$ cat src/rtl/branch_pc_if.sv
// rtl/branch_pc_if.sv - control and status bundle between a sequencer and branch_pc
interface branch_pc_if #(
  parameter int D = 12
);
  logic         stall;
  logic         absjump_en;
  logic         reljump_en;
  logic         call_en;
  logic         ret_en;
  logic [D-1:0] target;
  logic [D-1:0] offset;
  logic         err_clr;
  logic [D-1:0] prog_ctr;
  logic         stack_full;
  logic         stack_empty;
  logic         stack_err;

  modport master (
    output stall, absjump_en, reljump_en, call_en, ret_en, target, offset, err_clr,
    input  prog_ctr, stack_full, stack_empty, stack_err
  );

  modport slave (
    input  stall, absjump_en, reljump_en, call_en, ret_en, target, offset, err_clr,
    output prog_ctr, stack_full, stack_empty, stack_err
  );
endinterface

$ cat src/rtl/branch_pc.sv
// rtl/branch_pc.sv - program counter with jumps, branches and optional return stack (PC_RET_STACK_EN)
module branch_pc #(
  parameter int           D         = 12,
  parameter int           DEPTH     = 4,
  parameter logic [D-1:0] RESET_VEC = '0
) (
  input logic        clk,
  input logic        reset,
  branch_pc_if.slave bus
);

  localparam logic [D-1:0] ONE = D'(1);

  logic [D-1:0] pc_q;
  logic [D-1:0] pc_d;
  logic [D-1:0] pc_inc;
  logic [D-1:0] pc_rel;

  // two's-complement add gives the signed displacement with silent wrap
  assign pc_inc       = pc_q + ONE;
  assign pc_rel       = pc_q + bus.offset;
  assign bus.prog_ctr = pc_q;

`ifdef PC_RET_STACK_EN
  localparam int             AW       = $clog2(DEPTH);
  localparam int             PW       = AW + 1;
  localparam logic [PW-1:0]  FULL_CNT = PW'(DEPTH);

  logic [D-1:0]  mem [DEPTH];
  logic [PW-1:0] sp_q;
  logic [PW-1:0] sp_d;
  logic [PW-1:0] sp_m1;
  logic          full;
  logic          empty;
  logic          err_q;
  logic          err_set;
  logic          push;

  assign sp_m1           = sp_q - PW'(1);
  assign full            = (sp_q == FULL_CNT);
  assign empty           = (sp_q == '0);
  assign bus.stack_full  = full;
  assign bus.stack_empty = empty;
  assign bus.stack_err   = err_q;

  // next pc, pointer and error event by fixed priority; stall freezes everything
  always_comb begin
    pc_d    = pc_q;
    sp_d    = sp_q;
    err_set = 1'b0;
    push    = 1'b0;
    if (!bus.stall) begin
      if (bus.ret_en) begin
        if (empty) begin
          pc_d    = pc_inc;
          err_set = 1'b1;
        end else begin
          pc_d = mem[sp_m1[AW-1:0]];
          sp_d = sp_m1;
        end
      end else if (bus.call_en) begin
        pc_d = bus.target;
        if (full) begin
          err_set = 1'b1;
        end else begin
          push = 1'b1;
          sp_d = sp_q + PW'(1);
        end
      end else if (bus.absjump_en) begin
        pc_d = bus.target;
      end else if (bus.reljump_en) begin
        pc_d = pc_rel;
      end else begin
        pc_d = pc_inc;
      end
    end
  end

  // pointer and sticky error; a new error event outranks a same-cycle clear
  always_ff @(posedge clk or negedge reset) begin
    if (!reset) begin
      sp_q  <= '0;
      err_q <= 1'b0;
    end else begin
      sp_q  <= sp_d;
      err_q <= err_set | (err_q & ~bus.err_clr);
    end
  end

  // stack storage is never cleared; the pointer alone defines validity
  always_ff @(posedge clk) begin
    if (push && reset) begin
      mem[sp_q[AW-1:0]] <= pc_inc;
    end
  end
`else
  logic unused_ok;

  assign unused_ok       = &{1'b0, bus.ret_en, bus.err_clr};
  assign bus.stack_full  = 1'b0;
  assign bus.stack_empty = 1'b1;
  assign bus.stack_err   = 1'b0;

  // without a stack, call degrades to a jump and return to a plain increment
  always_comb begin
    pc_d = pc_q;
    if (!bus.stall) begin
      if (bus.call_en || bus.absjump_en) begin
        if (bus.ret_en) begin
          pc_d = pc_inc;
        end else begin
          pc_d = bus.target;
        end
      end else if (bus.ret_en) begin
        pc_d = pc_inc;
      end else if (bus.reljump_en) begin
        pc_d = pc_rel;
      end else begin
        pc_d = pc_inc;
      end
    end
  end
`endif

  // program counter register
  always_ff @(posedge clk or negedge reset) begin
    if (!reset) begin
      pc_q <= RESET_VEC;
    end else begin
      pc_q <= pc_d;
    end
  end

endmodule

$ cat src/flat_wrapper.sv
// flat-port wrapper written by rule: the top's interface ports become plain ports
module branch_pc_flat 
#(
  parameter int           D         = 12,
  parameter int           DEPTH     = 4,
  parameter logic [D-1:0] RESET_VEC = '0
)
  (clk, reset, bus_stall, bus_absjump_en, bus_reljump_en, bus_call_en, bus_ret_en, bus_target, bus_offset, bus_err_clr, bus_prog_ctr, bus_stack_full, bus_stack_empty, bus_stack_err);
  branch_pc_if #(.D(D)) bus_i ();
  input logic clk;
  input logic reset;
  input wire logic [$bits(bus_i.stall)-1:0] bus_stall;
  input wire logic [$bits(bus_i.absjump_en)-1:0] bus_absjump_en;
  input wire logic [$bits(bus_i.reljump_en)-1:0] bus_reljump_en;
  input wire logic [$bits(bus_i.call_en)-1:0] bus_call_en;
  input wire logic [$bits(bus_i.ret_en)-1:0] bus_ret_en;
  input wire logic [$bits(bus_i.target)-1:0] bus_target;
  input wire logic [$bits(bus_i.offset)-1:0] bus_offset;
  input wire logic [$bits(bus_i.err_clr)-1:0] bus_err_clr;
  output wire logic [$bits(bus_i.prog_ctr)-1:0] bus_prog_ctr;
  output wire logic [$bits(bus_i.stack_full)-1:0] bus_stack_full;
  output wire logic [$bits(bus_i.stack_empty)-1:0] bus_stack_empty;
  output wire logic [$bits(bus_i.stack_err)-1:0] bus_stack_err;
  assign bus_i.stall = bus_stall;
  assign bus_i.absjump_en = bus_absjump_en;
  assign bus_i.reljump_en = bus_reljump_en;
  assign bus_i.call_en = bus_call_en;
  assign bus_i.ret_en = bus_ret_en;
  assign bus_i.target = bus_target;
  assign bus_i.offset = bus_offset;
  assign bus_i.err_clr = bus_err_clr;
  assign bus_prog_ctr = bus_i.prog_ctr;
  assign bus_stack_full = bus_i.stack_full;
  assign bus_stack_empty = bus_i.stack_empty;
  assign bus_stack_err = bus_i.stack_err;
  branch_pc #(.D(D), .DEPTH(DEPTH), .RESET_VEC(RESET_VEC)) u_core (.clk(clk), .reset(reset), .bus(bus_i));
endmodule
$ cat config.mk
export PLATFORM = sky130hd
export DESIGN_NAME = branch_pc_flat
export DESIGN_NICKNAME = d
export VERILOG_FILES = /design/src/rtl/branch_pc_if.sv /design/src/rtl/branch_pc.sv /design/src/flat_wrapper.sv
export SDC_FILE = /design/constraint.sdc
export NUM_CORES = 1
export LEC_CHECK = 0
export BUFFER_PORTS_ARGS = -buffer_cell sky130_fd_sc_hd__buf_2
export CAP_MARGIN = 20
export CORE_MARGIN = 3
export CORE_UTILIZATION = 53
export CTS_BUF_LIST = sky130_fd_sc_hd__clkbuf_4 sky130_fd_sc_hd__clkbuf_8
export CTS_CLUSTER_SIZE = 14
export DETAILED_ROUTE_END_ITERATION = 8
export PLACE_DENSITY = 0.88
export SYNTH_ARGS = -nofsm -noshare
export SYNTH_HDL_FRONTEND = slang
export SYNTH_SLANG_ARGS = --single-unit
$ cat constraint.sdc
create_clock -name clk -period 3.3 [get_ports clk]
set_clock_uncertainty 0.15 [all_clocks]
set_input_delay 0.66 -clock clk [delete_from_list [all_inputs] [get_ports clk]]
set_output_delay 0.66 -clock clk [all_outputs]
set_load 0.005 [all_outputs]
==> flow_metrics.env, run 1 <==
export IMPL_vdd_drop_max_mv=0.352
export IMPL_tightestPinTransition_ns=0.665
export IMPL_io_pins=47
export IMPL_clkTransAtPathRegs_ns=0.09
export IMPL_power_uw=849
export IMPL_yosys_warnings=0
export IMPL_routed_wl_um=3980
export IMPL_netlist_cell_type_count=51
export IMPL_fin_tns_setup_ns=0
export IMPL_dieArea_um2=3380
export IMPL_largest_register_ffs=12
export IMPL_yosys_register_bits=12
export IMPL_timing_final_crit_period_ns=2.61
export IMPL_firstDrtPassIters=4
export IMPL_htreeDepth=1
export IMPL_hold_buffers=0
export IMPL_cts_root_buf="clkbuf_4"
export IMPL_layout_nets=272
export IMPL_grt_overflow=0
export IMPL_core_um2=2520
export IMPL_drive_gt1_share_pct=26.1
export IMPL_dp_hpwl_um=3000
export IMPL_start_kind="register"
export IMPL_n_fill_cell=219
export IMPL_use_met3_pct=2.67
export IMPL_end_kind="register"
export IMPL_wl_per_cell_um=15.6
export IMPL_syn_inst=187
export IMPL_critPathKind="register to register"
export IMPL_antenna_found_initial=0
export IMPL_grt_pass1_wl_um=6520
export IMPL_fmax_mhz=383
export IMPL_drv_cap=0
export IMPL_outcome="complete, no violations"
export IMPL_synthFlopType="dfrtp_1"
export IMPL_grt_met2_usage_pct=40.6
export IMPL_p_per_area_nw_per_um2=505
export IMPL_drtAntennaViolNets=0
export IMPL_critPathSlowestCell="dfrtp_1"
export IMPL_grt_setup_unrepaired="no"
export IMPL_clockBufferDepth=2
export IMPL_post_cts_setup_buffers=0
export IMPL_synth_area_um2=1440
export IMPL_die_h_um=58.2
export IMPL_grt_max_degree=18
export IMPL_syn2layout_area_growth_pct=16.5
export IMPL_drt_initial_drc_count=94
export IMPL_cts_tree="built"
export IMPL_remaining_drc_errors=0
export IMPL_crit_required_ns=3.34
export IMPL_rows=18
export IMPL_finalCritPeriodShare_pct=79.1
export IMPL_final_common_cell="buf_2"
export IMPL_leakage_nw=0.763
export IMPL_final_hold_violation_count=0
export IMPL_clk_latency_ns=0.29
export IMPL_ys_seq_area_share_pct=20.8
export IMPL_mostFrequentLayoutCells="42 x buf_2, 21 x nor2_1, 20 x a21oi_1"
export IMPL_grt_usage_pct=24.6
export IMPL_clock_sinks=12
export IMPL_async_flop_share_pct=100
export IMPL_grt_busiest_layer="met2"
export IMPL_timing_slew_headroom_pct=55.2
export IMPL_worstPathCellList="ha_1, inv_1, fa_1, nor2b_1, o21ai_2, a21boi_2, o221ai_1, xor2_1, o21ai_0, mux2_2"
export IMPL_diodes=0
export IMPL_first_global_vias=1442
export IMPL_avgSynthCellArea_um2=7.71
export IMPL_routabilityCongestion=0.831
export IMPL_viasPerCell=6.27
export IMPL_start_util_pct=57.1
export IMPL_setup_viol=0
export IMPL_synth_edf_count=0
export IMPL_cpPeakStageDelay_ns=0.46
export IMPL_worst_ep_arrival_time_ns=2.65
export IMPL_cts_inserted_buffers=3
export IMPL_cts_resized_gates=0
export IMPL_portBuffers=42
export IMPL_grtUsageMet1_pct=33.2
export IMPL_die_w_um=58.2
export IMPL_crit_path_max_fanout=7
export IMPL_min_path_type="input port to async pin"
export IMPL_vias=1605
export IMPL_slew_viol_final=0
-- power by group --
group          leakage [nW]  internal, mW  switching, mW  total [mW]
sequential            0.135         0.183         0.0594       0.242
combinational         0.607         0.224          0.255       0.480
clock                0.0210        0.0673         0.0596       0.127
-- cell families (layout without fill, tap and decap cells) --
family                   Yosys count  after routing  synth area share (%)
adder cells (fa/ha/maj)           13             13                  11.8
multiplexers                       3              3                  2.17
XOR/XNOR                           8              8                  4.86
other                              2              3                 0.521
AO/OA/AOI/OAI                     67             67                  31.5
flip-flops                        12             12                  20.8
AND/OR/NAND/NOR                   64             64                  21.7
buffers and inverters             18             56                  6.60
-- per-layer routing --
layer | up-vias | part of all wire [%]
met5 | - | 0
met4 | 0 | 1.1
met3 | 5 | 8.8
met2 | 83 | 48
met1 | 755 | 42
li1 | 762 | -
-- per-stage QoR --
| step | std cells | hold WS [ns] | setup slack [ns] | area [um2] | utilization [%] |
|---|---|---|---|---|---|
| 3_3_place_gp | 252 | 0.402 | 0.471 | 1640 | 65.1 |
| 5_1_grt | 256 | 0.123 | 0.556 | 1680 | 66.6 |
| 3_5_place_dp | 252 | 0.407 | 0.440 | 1640 | 65.1 |
| 4_1_cts | 256 | 0.105 | 0.704 | 1680 | 66.6 |
| 2_1_floorplan | 188 | 0.214 | 0.762 | 1450 | - |
| 6_report | 256 | 0.0950 | 0.691 | 1680 | 66.6 |
-- final timing paths --
check                                                         start                                   to  slack (ns)  cells past startpoint
worst max-delay path             u_core.bus.prog_ctr[0]$_DFFE_PN0N_   u_core.bus.prog_ctr[8]$_DFFE_PN0N_        0.69                     10
worst min-delay path                                          reset   u_core.bus.prog_ctr[5]$_DFFE_PN0N_         0.1                      1
worst max register to register   u_core.bus.prog_ctr[0]$_DFFE_PN0N_   u_core.bus.prog_ctr[8]$_DFFE_PN0N_        0.69                     10
worst min register to register  u_core.bus.prog_ctr[11]$_DFFE_PN0N_  u_core.bus.prog_ctr[11]$_DFFE_PN0N_        0.43                      1
max in group asynchronous                                     reset  u_core.bus.prog_ctr[11]$_DFFE_PN0N_        2.66                      1
min in group clk                u_core.bus.prog_ctr[11]$_DFFE_PN0N_  u_core.bus.prog_ctr[11]$_DFFE_PN0N_        0.43                      1
-- layout make-up --
class                      count  area (um2)  share of cell area (%)
clock buffer                   4        36.3                    2.16
tap                           30        37.5                    2.24
timing repair buffer          44         225                    13.4
inverter                       8        30.0                    1.79
sequential                    12         300                    17.9
multi-input combinational    158        1050                    62.5
-- worst max-delay path, delay by kind of cell (launching register included) --
family | cells | cell delay [ns]
xor gates and xnor gates | 1 | 0.15
DFF | 1 | 0.46
and+or+nand+nor | 1 | 0.16
buffers and inverters | 1 | 0.07
AOI/OAI and AO/OA | 4 | 0.61
muxes | 1 | 0.26
adders and majority gates | 2 | 0.66
-- Yosys cell counts, drive strengths merged (3+ instances only) --
| cell type | count | area (um2) |
|---|---|---|
| o21ai | 15 | 82.6 |
| and3 | 4 | 30.0 |
| nor2 | 22 | 85.1 |
| a21oi | 21 | 116 |
| inv | 8 | 30.0 |
| nand3 | 11 | 55.1 |
| o22ai | 5 | 31.3 |
| o21a | 3 | 22.5 |
| nand2 | 13 | 48.8 |
| clkbuf | 4 | 15.0 |
| xor2 | 3 | 26.3 |
| dfrtp | 12 | 300 |
| ha | 12 | 150 |
| buf | 6 | 50.0 |
| xnor2 | 5 | 43.8 |
| nand2b | 3 | 18.8 |
| a31oi | 7 | 50.1 |
No activity file was read; power rests on OpenSTA's default activity.
==> inputs of run 2 (changes only) <==
Clock period 3.3 ns to 2.6 ns, I/O delays scaled along.
==> flow_metrics.env, run 2 (synthesized netlist as in run 1, its figures left out) <==
export IMPL_mostFrequentLayoutCells="42 x buf_2, 21 x nor2_1, 20 x a21oi_1"
export IMPL_wl_met1_um=1650
export IMPL_core_um2=2520
export IMPL_dp_hpwl_um=3050
export IMPL_dr_wl_met2_um=1870
export IMPL_clock_sinks=12
export IMPL_fmax_mhz=418
export IMPL_min_path_type="input port to register"
export IMPL_outcome="complete, no violations"
export IMPL_vias=1577
export IMPL_start_kind="register"
export IMPL_routed_wl_um=3970
export IMPL_drtAntennaViolNets=0
export IMPL_finalWorstSetupSlack_ns=0.209
export IMPL_crit_required_ns=2.60
export IMPL_dieArea_um2=3380
export IMPL_final_hold_violation_count=0
export IMPL_grt_pass1_wl_um=6330
export IMPL_firstDrtPassIters=5
export IMPL_io_pins=47
export IMPL_grt_usage_pct=24.1
export IMPL_timing_slew_headroom_pct=57.5
export IMPL_dpl_cell_count=261
export IMPL_layout_nets=282
export IMPL_routabilityCongestion=0.858
export IMPL_drive_gt1_share_pct=28.8
export IMPL_portBuffers=42
export IMPL_drt_initial_drc_count=128
export IMPL_highest_layer="met4"
export IMPL_cts_tree="built"
export IMPL_diodes=0
export IMPL_die_w_um=58.2
export IMPL_die_h_um=58.2
export IMPL_p_comb_share_pct=59.7
export IMPL_cts_resized_gates=0
export IMPL_clkPwrFrac_pct=14.3
export IMPL_final_common_cell="buf_2"
export IMPL_remaining_drc_errors=0
export IMPL_viasPerCell=5.93
export IMPL_netSwitchingFraction_pct=43.2
export IMPL_cts_inserted_buffers=3
export IMPL_timing_final_crit_period_ns=2.39
export IMPL_hold_slack_ns=0.371
export IMPL_p_per_area_nw_per_um2=638
export IMPL_place_ws_ns=-0.00275
export IMPL_seqPwrFrac_pct=26.0
export IMPL_largest_register_ffs=12
export IMPL_fin_tns_setup_ns=0
export IMPL_vdd_drop_max_mv=0.529
export IMPL_fin_cells=266
export IMPL_finalCritPeriodShare_pct=92.0
export IMPL_wl_met3_um=409
export IMPL_setup_viol=0
export IMPL_slew_viol_final=0
export IMPL_antenna_found_initial=0
export IMPL_p_int_uw=637
export IMPL_clockBufferDepth=2
export IMPL_end_kind="register"
export IMPL_drv_cap=0
export IMPL_clkTransAtPathRegs_ns=0.09
export IMPL_crit_path_max_fanout=3
export IMPL_syn2layout_area_growth_pct=21.9
export IMPL_grt_setup_unrepaired="no"
export IMPL_grt_max_degree=18
export IMPL_worst_ep_arrival_time_ns=2.39
export IMPL_p_switching_uw=484
export IMPL_wl_per_cell_um=14.9
export IMPL_rows=18
export IMPL_first_global_vias=1458
export IMPL_post_cts_setup_buffers=0
export IMPL_htreeDepth=1
export IMPL_grt_overflow=0
export IMPL_place_area_um2=1710
export IMPL_leakage_nw=0.811
export IMPL_clk_latency_ns=0.29
export IMPL_critPathKind="register to register"
export IMPL_tightestPinTransition_ns=0.631
export IMPL_cts_root_buf="clkbuf_4"
export IMPL_start_util_pct=57.1
export IMPL_final_area_um2=1760
run 2: changes by cell type in the layout (fill, tap and decap cells not counted):
cell           previous run  this run
buf_4                     2        11
dlygate4sd3_1             0         1
run 2: power by group through the flow:
| stage | Clock [mW] | Combinational, mW | Sequential, mW |
|---|---|---|---|
| floorplan | 0 | 0.456 | 0.293 |
| global placement | 0 | 0.639 | 0.292 |
| detailed placement | 0 | 0.657 | 0.293 |
| CTS | 0.162 | 0.661 | 0.289 |
| global route | 0.172 | 0.737 | 0.298 |
| finish | 0.161 | 0.669 | 0.291 |
run 2: per-stage QoR:
step | power (mW) | util, %
after CTS | 1.11 | 69.6
after detailed placement | 0.950 | 67.8
after global placement | 0.931 | 67.8
after floorplan | 0.749 | -
after global routing | 1.21 | 69.6
final | 1.12 | 69.6
run 2: worst max-delay path: stages (launching register included):
cell      delay (ns)
dfrtp_1         0.37
ha_1            0.19
inv_1           0.06
fa_1            0.40
nor2b_1         0.16
o21ai_2         0.08
a21boi_2        0.23
buf_4           0.14
o21a_1          0.12
o21ai_0         0.08
a31oi_1         0.17
a31oi_1         0.11
run 2: final cells by class:
class                      instances  area (um2)
tap                               30        37.5
fill                             226         766
clock buffer                       4        36.3
multi-input combinational        158        1050
timing repair buffer              54         303
inverter                           8        30.0
sequential                        12         300
run 2: layer usage:
layer	global-route usage (%)	vias up
met2	39.7	90
li1	-	785
met3	5.57	6
met5	0	-
met1	30.9	696
met4	8.61	0
run 2: final timing paths:
kind                       slack [ns]                                start                                   to  cells after the start
min                              0.37                       bus_target[10]  u_core.bus.prog_ctr[10]$_DFFE_PN0N_                      3
max in group asynchronous        1.58                                reset   u_core.bus.prog_ctr[7]$_DFFE_PN0N_                      2
max reg2reg                      0.21   u_core.bus.prog_ctr[0]$_DFFE_PN0N_   u_core.bus.prog_ctr[6]$_DFFE_PN0N_                     11
max                              0.21   u_core.bus.prog_ctr[0]$_DFFE_PN0N_   u_core.bus.prog_ctr[6]$_DFFE_PN0N_                     11
min in group asynchronous        0.49                                reset  u_core.bus.prog_ctr[11]$_DFFE_PN0N_                      2
min reg2reg                      0.42  u_core.bus.prog_ctr[11]$_DFFE_PN0N_  u_core.bus.prog_ctr[11]$_DFFE_PN0N_                      1
run 2: what timing repair did:
action | CTS | global route
hold buffers | 1 | 0
endpoints found under the setup margin | 0 | 0
hold endpoints to repair | 12 | 0
==> inputs of run 3 (changes only) <==
Settings changed: ABC_AREA set to 1, CORE_UTILIZATION 53 to 54, CTS_CLUSTER_SIZE 14 to 10, PLACE_DENSITY 0.88 to 0.87, REMOVE_ABC_BUFFERS set to 1.
==> flow_metrics.env, run 3 <==
export IMPL_outcome="complete, no violations"
export IMPL_slew_viol_final=0
export IMPL_n_fill_cell=256
export IMPL_yosysTopAreaCell="nand2_1"
export IMPL_vdd_drop_max_mv=0.341
export IMPL_start_kind="register"
export IMPL_synth_commonest_cells="84 x nand2_1, 40 x inv_1, 26 x nand3_1, 21 x nor2_1, 17 x a21oi_1"
export IMPL_firstDrtPassIters=4
export IMPL_remaining_drc_errors=0
export IMPL_largest_register_ffs=12
export IMPL_async_flop_share_pct=100
export IMPL_routed_wl_um=4260
export IMPL_p_per_area_nw_per_um2=493
export IMPL_min_path_type="input port to register"
export IMPL_post_cts_setup_buffers=0
export IMPL_diodes=0
export IMPL_drv_cap=0
export IMPL_avgSynthCellArea_um2=6.06
export IMPL_ys_seq_area_share_pct=18.0
export IMPL_multiInputGateArea_um2=1150
export IMPL_clock_sinks=12
export IMPL_regArea_um2=300
export IMPL_worst_ep_arrival_time_ns=2.09
export IMPL_fin_tns_setup_ns=0
export IMPL_synth_top_area_share_pct=18.9
export IMPL_core_um2=2850
export IMPL_start_util_pct=58.5
export IMPL_die_h_um=61.6
export IMPL_rrSetupSlack_ns=0.58
export IMPL_worstReg2RegEnd="u_core.bus.prog_ctr[10]$_DFFE_PN0N_"
export IMPL_portBuffers=42
export IMPL_drtAntennaViolNets=0
export IMPL_grt_max_degree=19
export IMPL_cts_inserted_buffers=3
export IMPL_synth_area_um2=1670
export IMPL_fmax_mhz=495
export IMPL_reg2reg_depth=12
export IMPL_synth_area_leaders="nand2_1 19%, dfrtp_1 18%, ha_1 9.0%"
export IMPL_yosys_register_bits=12
export IMPL_yosys_warnings=0
export IMPL_finalCritPeriodShare_pct=77.7
export IMPL_htreeDepth=1
export IMPL_grt_setup_unrepaired="no"
export IMPL_cts_resized_gates=0
export IMPL_drive_gt1_share_pct=21.4
export IMPL_grt_overflow=0
export IMPL_mostFrequentLayoutCells="84 x nand2_1, 42 x buf_2, 40 x inv_1"
export IMPL_crit_path_end="u_core.bus.prog_ctr[10]$_DFFE_PN0N_"
export IMPL_timing_final_crit_period_ns=2.02
export IMPL_critPathLaunch="u_core.bus.prog_ctr[0]$_DFFE_PN0N_"
export IMPL_antenna_found_initial=0
export IMPL_rr_startpoint="u_core.bus.prog_ctr[0]$_DFFE_PN0N_"
export IMPL_crit_required_ns=2.67
export IMPL_clk_latency_ns=0.28
export IMPL_end_kind="register"
export IMPL_setup_viol=0
export IMPL_wl_per_cell_um=12.2
export IMPL_syn_inst=275
export IMPL_netlist_cell_type_count=34
export IMPL_first_global_vias=1786
export IMPL_routabilityCongestion=0.921
export IMPL_grt_usage_pct=25.2
export IMPL_dpl_cell_count=345
export IMPL_cts_root_buf="clkbuf_4"
export IMPL_io_pins=47
export IMPL_synth_most_common_cell="nand2_1"
export IMPL_dp_hpwl_um=3460
export IMPL_clockBufferDepth=2
export IMPL_rows=19
export IMPL_vias=1843
export IMPL_synthFlopType="dfrtp_1"
export IMPL_layout_nets=365
export IMPL_syn2layout_area_growth_pct=15.4
export IMPL_final_common_cell="nand2_1"
export IMPL_fin_cells=349
export IMPL_leakage_nw=1.11
export IMPL_synth_edf_count=0
export IMPL_grt_pass1_wl_um=7270
export IMPL_cts_tree="built"
export IMPL_viasPerCell=5.28
export IMPL_die_w_um=61.6
export IMPL_drt_initial_drc_count=133
export IMPL_clkTransAtPathRegs_ns=0.08
export IMPL_critPathKind="register to register"
export IMPL_crit_path_max_fanout=4
export IMPL_final_hold_violation_count=0
export IMPL_dieArea_um2=3790
-- run 3: changes by cell type after synthesis, moves of 4 or more --
cell and change:
a31oi_1 -5, clkbuf_1 -4, inv_1 +32, inv_2 +6, nand2_1 +71, nand3_1 +15, nand4_1 +6, o21ai_0 -9
o22ai_1 -5, xnor2_1 -5, xor2_1 +4
-- run 3: report_power, final --
part	total [mW]	switching [mW]	leakage, nW	internal (mW)
logic	0.547	0.330	0.956	0.217
registers	0.283	0.0644	0.137	0.218
clock network	0.120	0.0660	0.0138	0.0538
-- run 3: critical path: stages, from the launching register on --
cell	delay (ns)
dfrtp_1	0.41
ha_1	0.23
inv_1	0.07
fa_1	0.38
inv_1	0.09
nand2_1	0.08
nand3_1	0.11
nand2_1	0.09
nand2_1	0.07
nand2_1	0.05
nand3_1	0.06
nand2_1	0.07
a21oi_2	0.11
-- run 3: area by class of cell --
type                            count  share of cell area (%)
Multi-Input combinational cell    211                    59.8
Timing Repair Buffer               45                    12.2
Sequential cell                    12                    15.6
Tap cell                           31                    2.02
Inverter                           47                    9.17
Clock buffer                        3                    1.17
-- run 3: worst min path at each step --
stage	from	endpoint	slack, ns	cells past startpoint
after floorplan	reset	u_core.bus.prog_ctr[0]$_DFFE_PN0N_	0.07	0
final	bus_target[6]	u_core.bus.prog_ctr[6]$_DFFE_PN0N_	0.39	5
after global placement	reset	u_core.bus.prog_ctr[5]$_DFFE_PN0N_	0.27	1
after detailed placement	reset	u_core.bus.prog_ctr[5]$_DFFE_PN0N_	0.27	1
after global routing	bus_stall	u_core.bus.prog_ctr[0]$_DFFE_PN0N_	0.40	2
after CTS	bus_target[6]	u_core.bus.prog_ctr[6]$_DFFE_PN0N_	0.39	5
-- run 3: stage by stage --
| step | hold slack (ns) | util [%] | worst slack [ns] | instance area, um2 | power (mW) |
|---|---|---|---|---|---|
| 2_1_floorplan | 0.0744 | - | 0.660 | 1630 | 0.664 |
| 3_3_place_gp | 0.273 | 66.3 | 0.457 | 1890 | 0.808 |
| 3_5_place_dp | 0.267 | 66.3 | 0.394 | 1890 | 0.821 |
| 4_1_cts | 0.393 | 67.5 | 0.562 | 1920 | 0.942 |
| 5_1_grt | 0.404 | 67.5 | 0.387 | 1920 | 1.05 |
| 6_report | 0.391 | 67.5 | 0.580 | 1920 | 0.949 |
-- run 3: repair_timing --
item	in CTS	in global routing
hold buffers	1	0
endpoints found under the hold margin	12	0
setup endpoints to repair	0	0
-- run 3: metal layers --
| metal | track usage, % | routed length, um | vias to the layer above |
|---|---|---|---|
| met5 | 0 | 0 | - |
| met4 | 10.3 | 70 | 0 |
| met3 | 1.68 | 290 | 9 |
| met2 | 41.7 | 2000 | 71 |
| met1 | 33.9 | 1900 | 800 |
| li1 | - | - | 963 |
-- run 3: logic make-up (layout without fill, tap and decap cells) --
family | Yosys count | after routing | share of synthesized area, %
buffers and inverters | 53 | 95 | 13.2
AND/OR/NAND/NOR | 151 | 151 | 41.1
XOR/XNOR | 7 | 7 | 3.68
adder cells (fa/ha/maj) | 13 | 13 | 10.2
AO/OA/AOI/OAI | 37 | 37 | 13.4
flip-flops | 12 | 12 | 18.0
other | 2 | 3 | 0.450
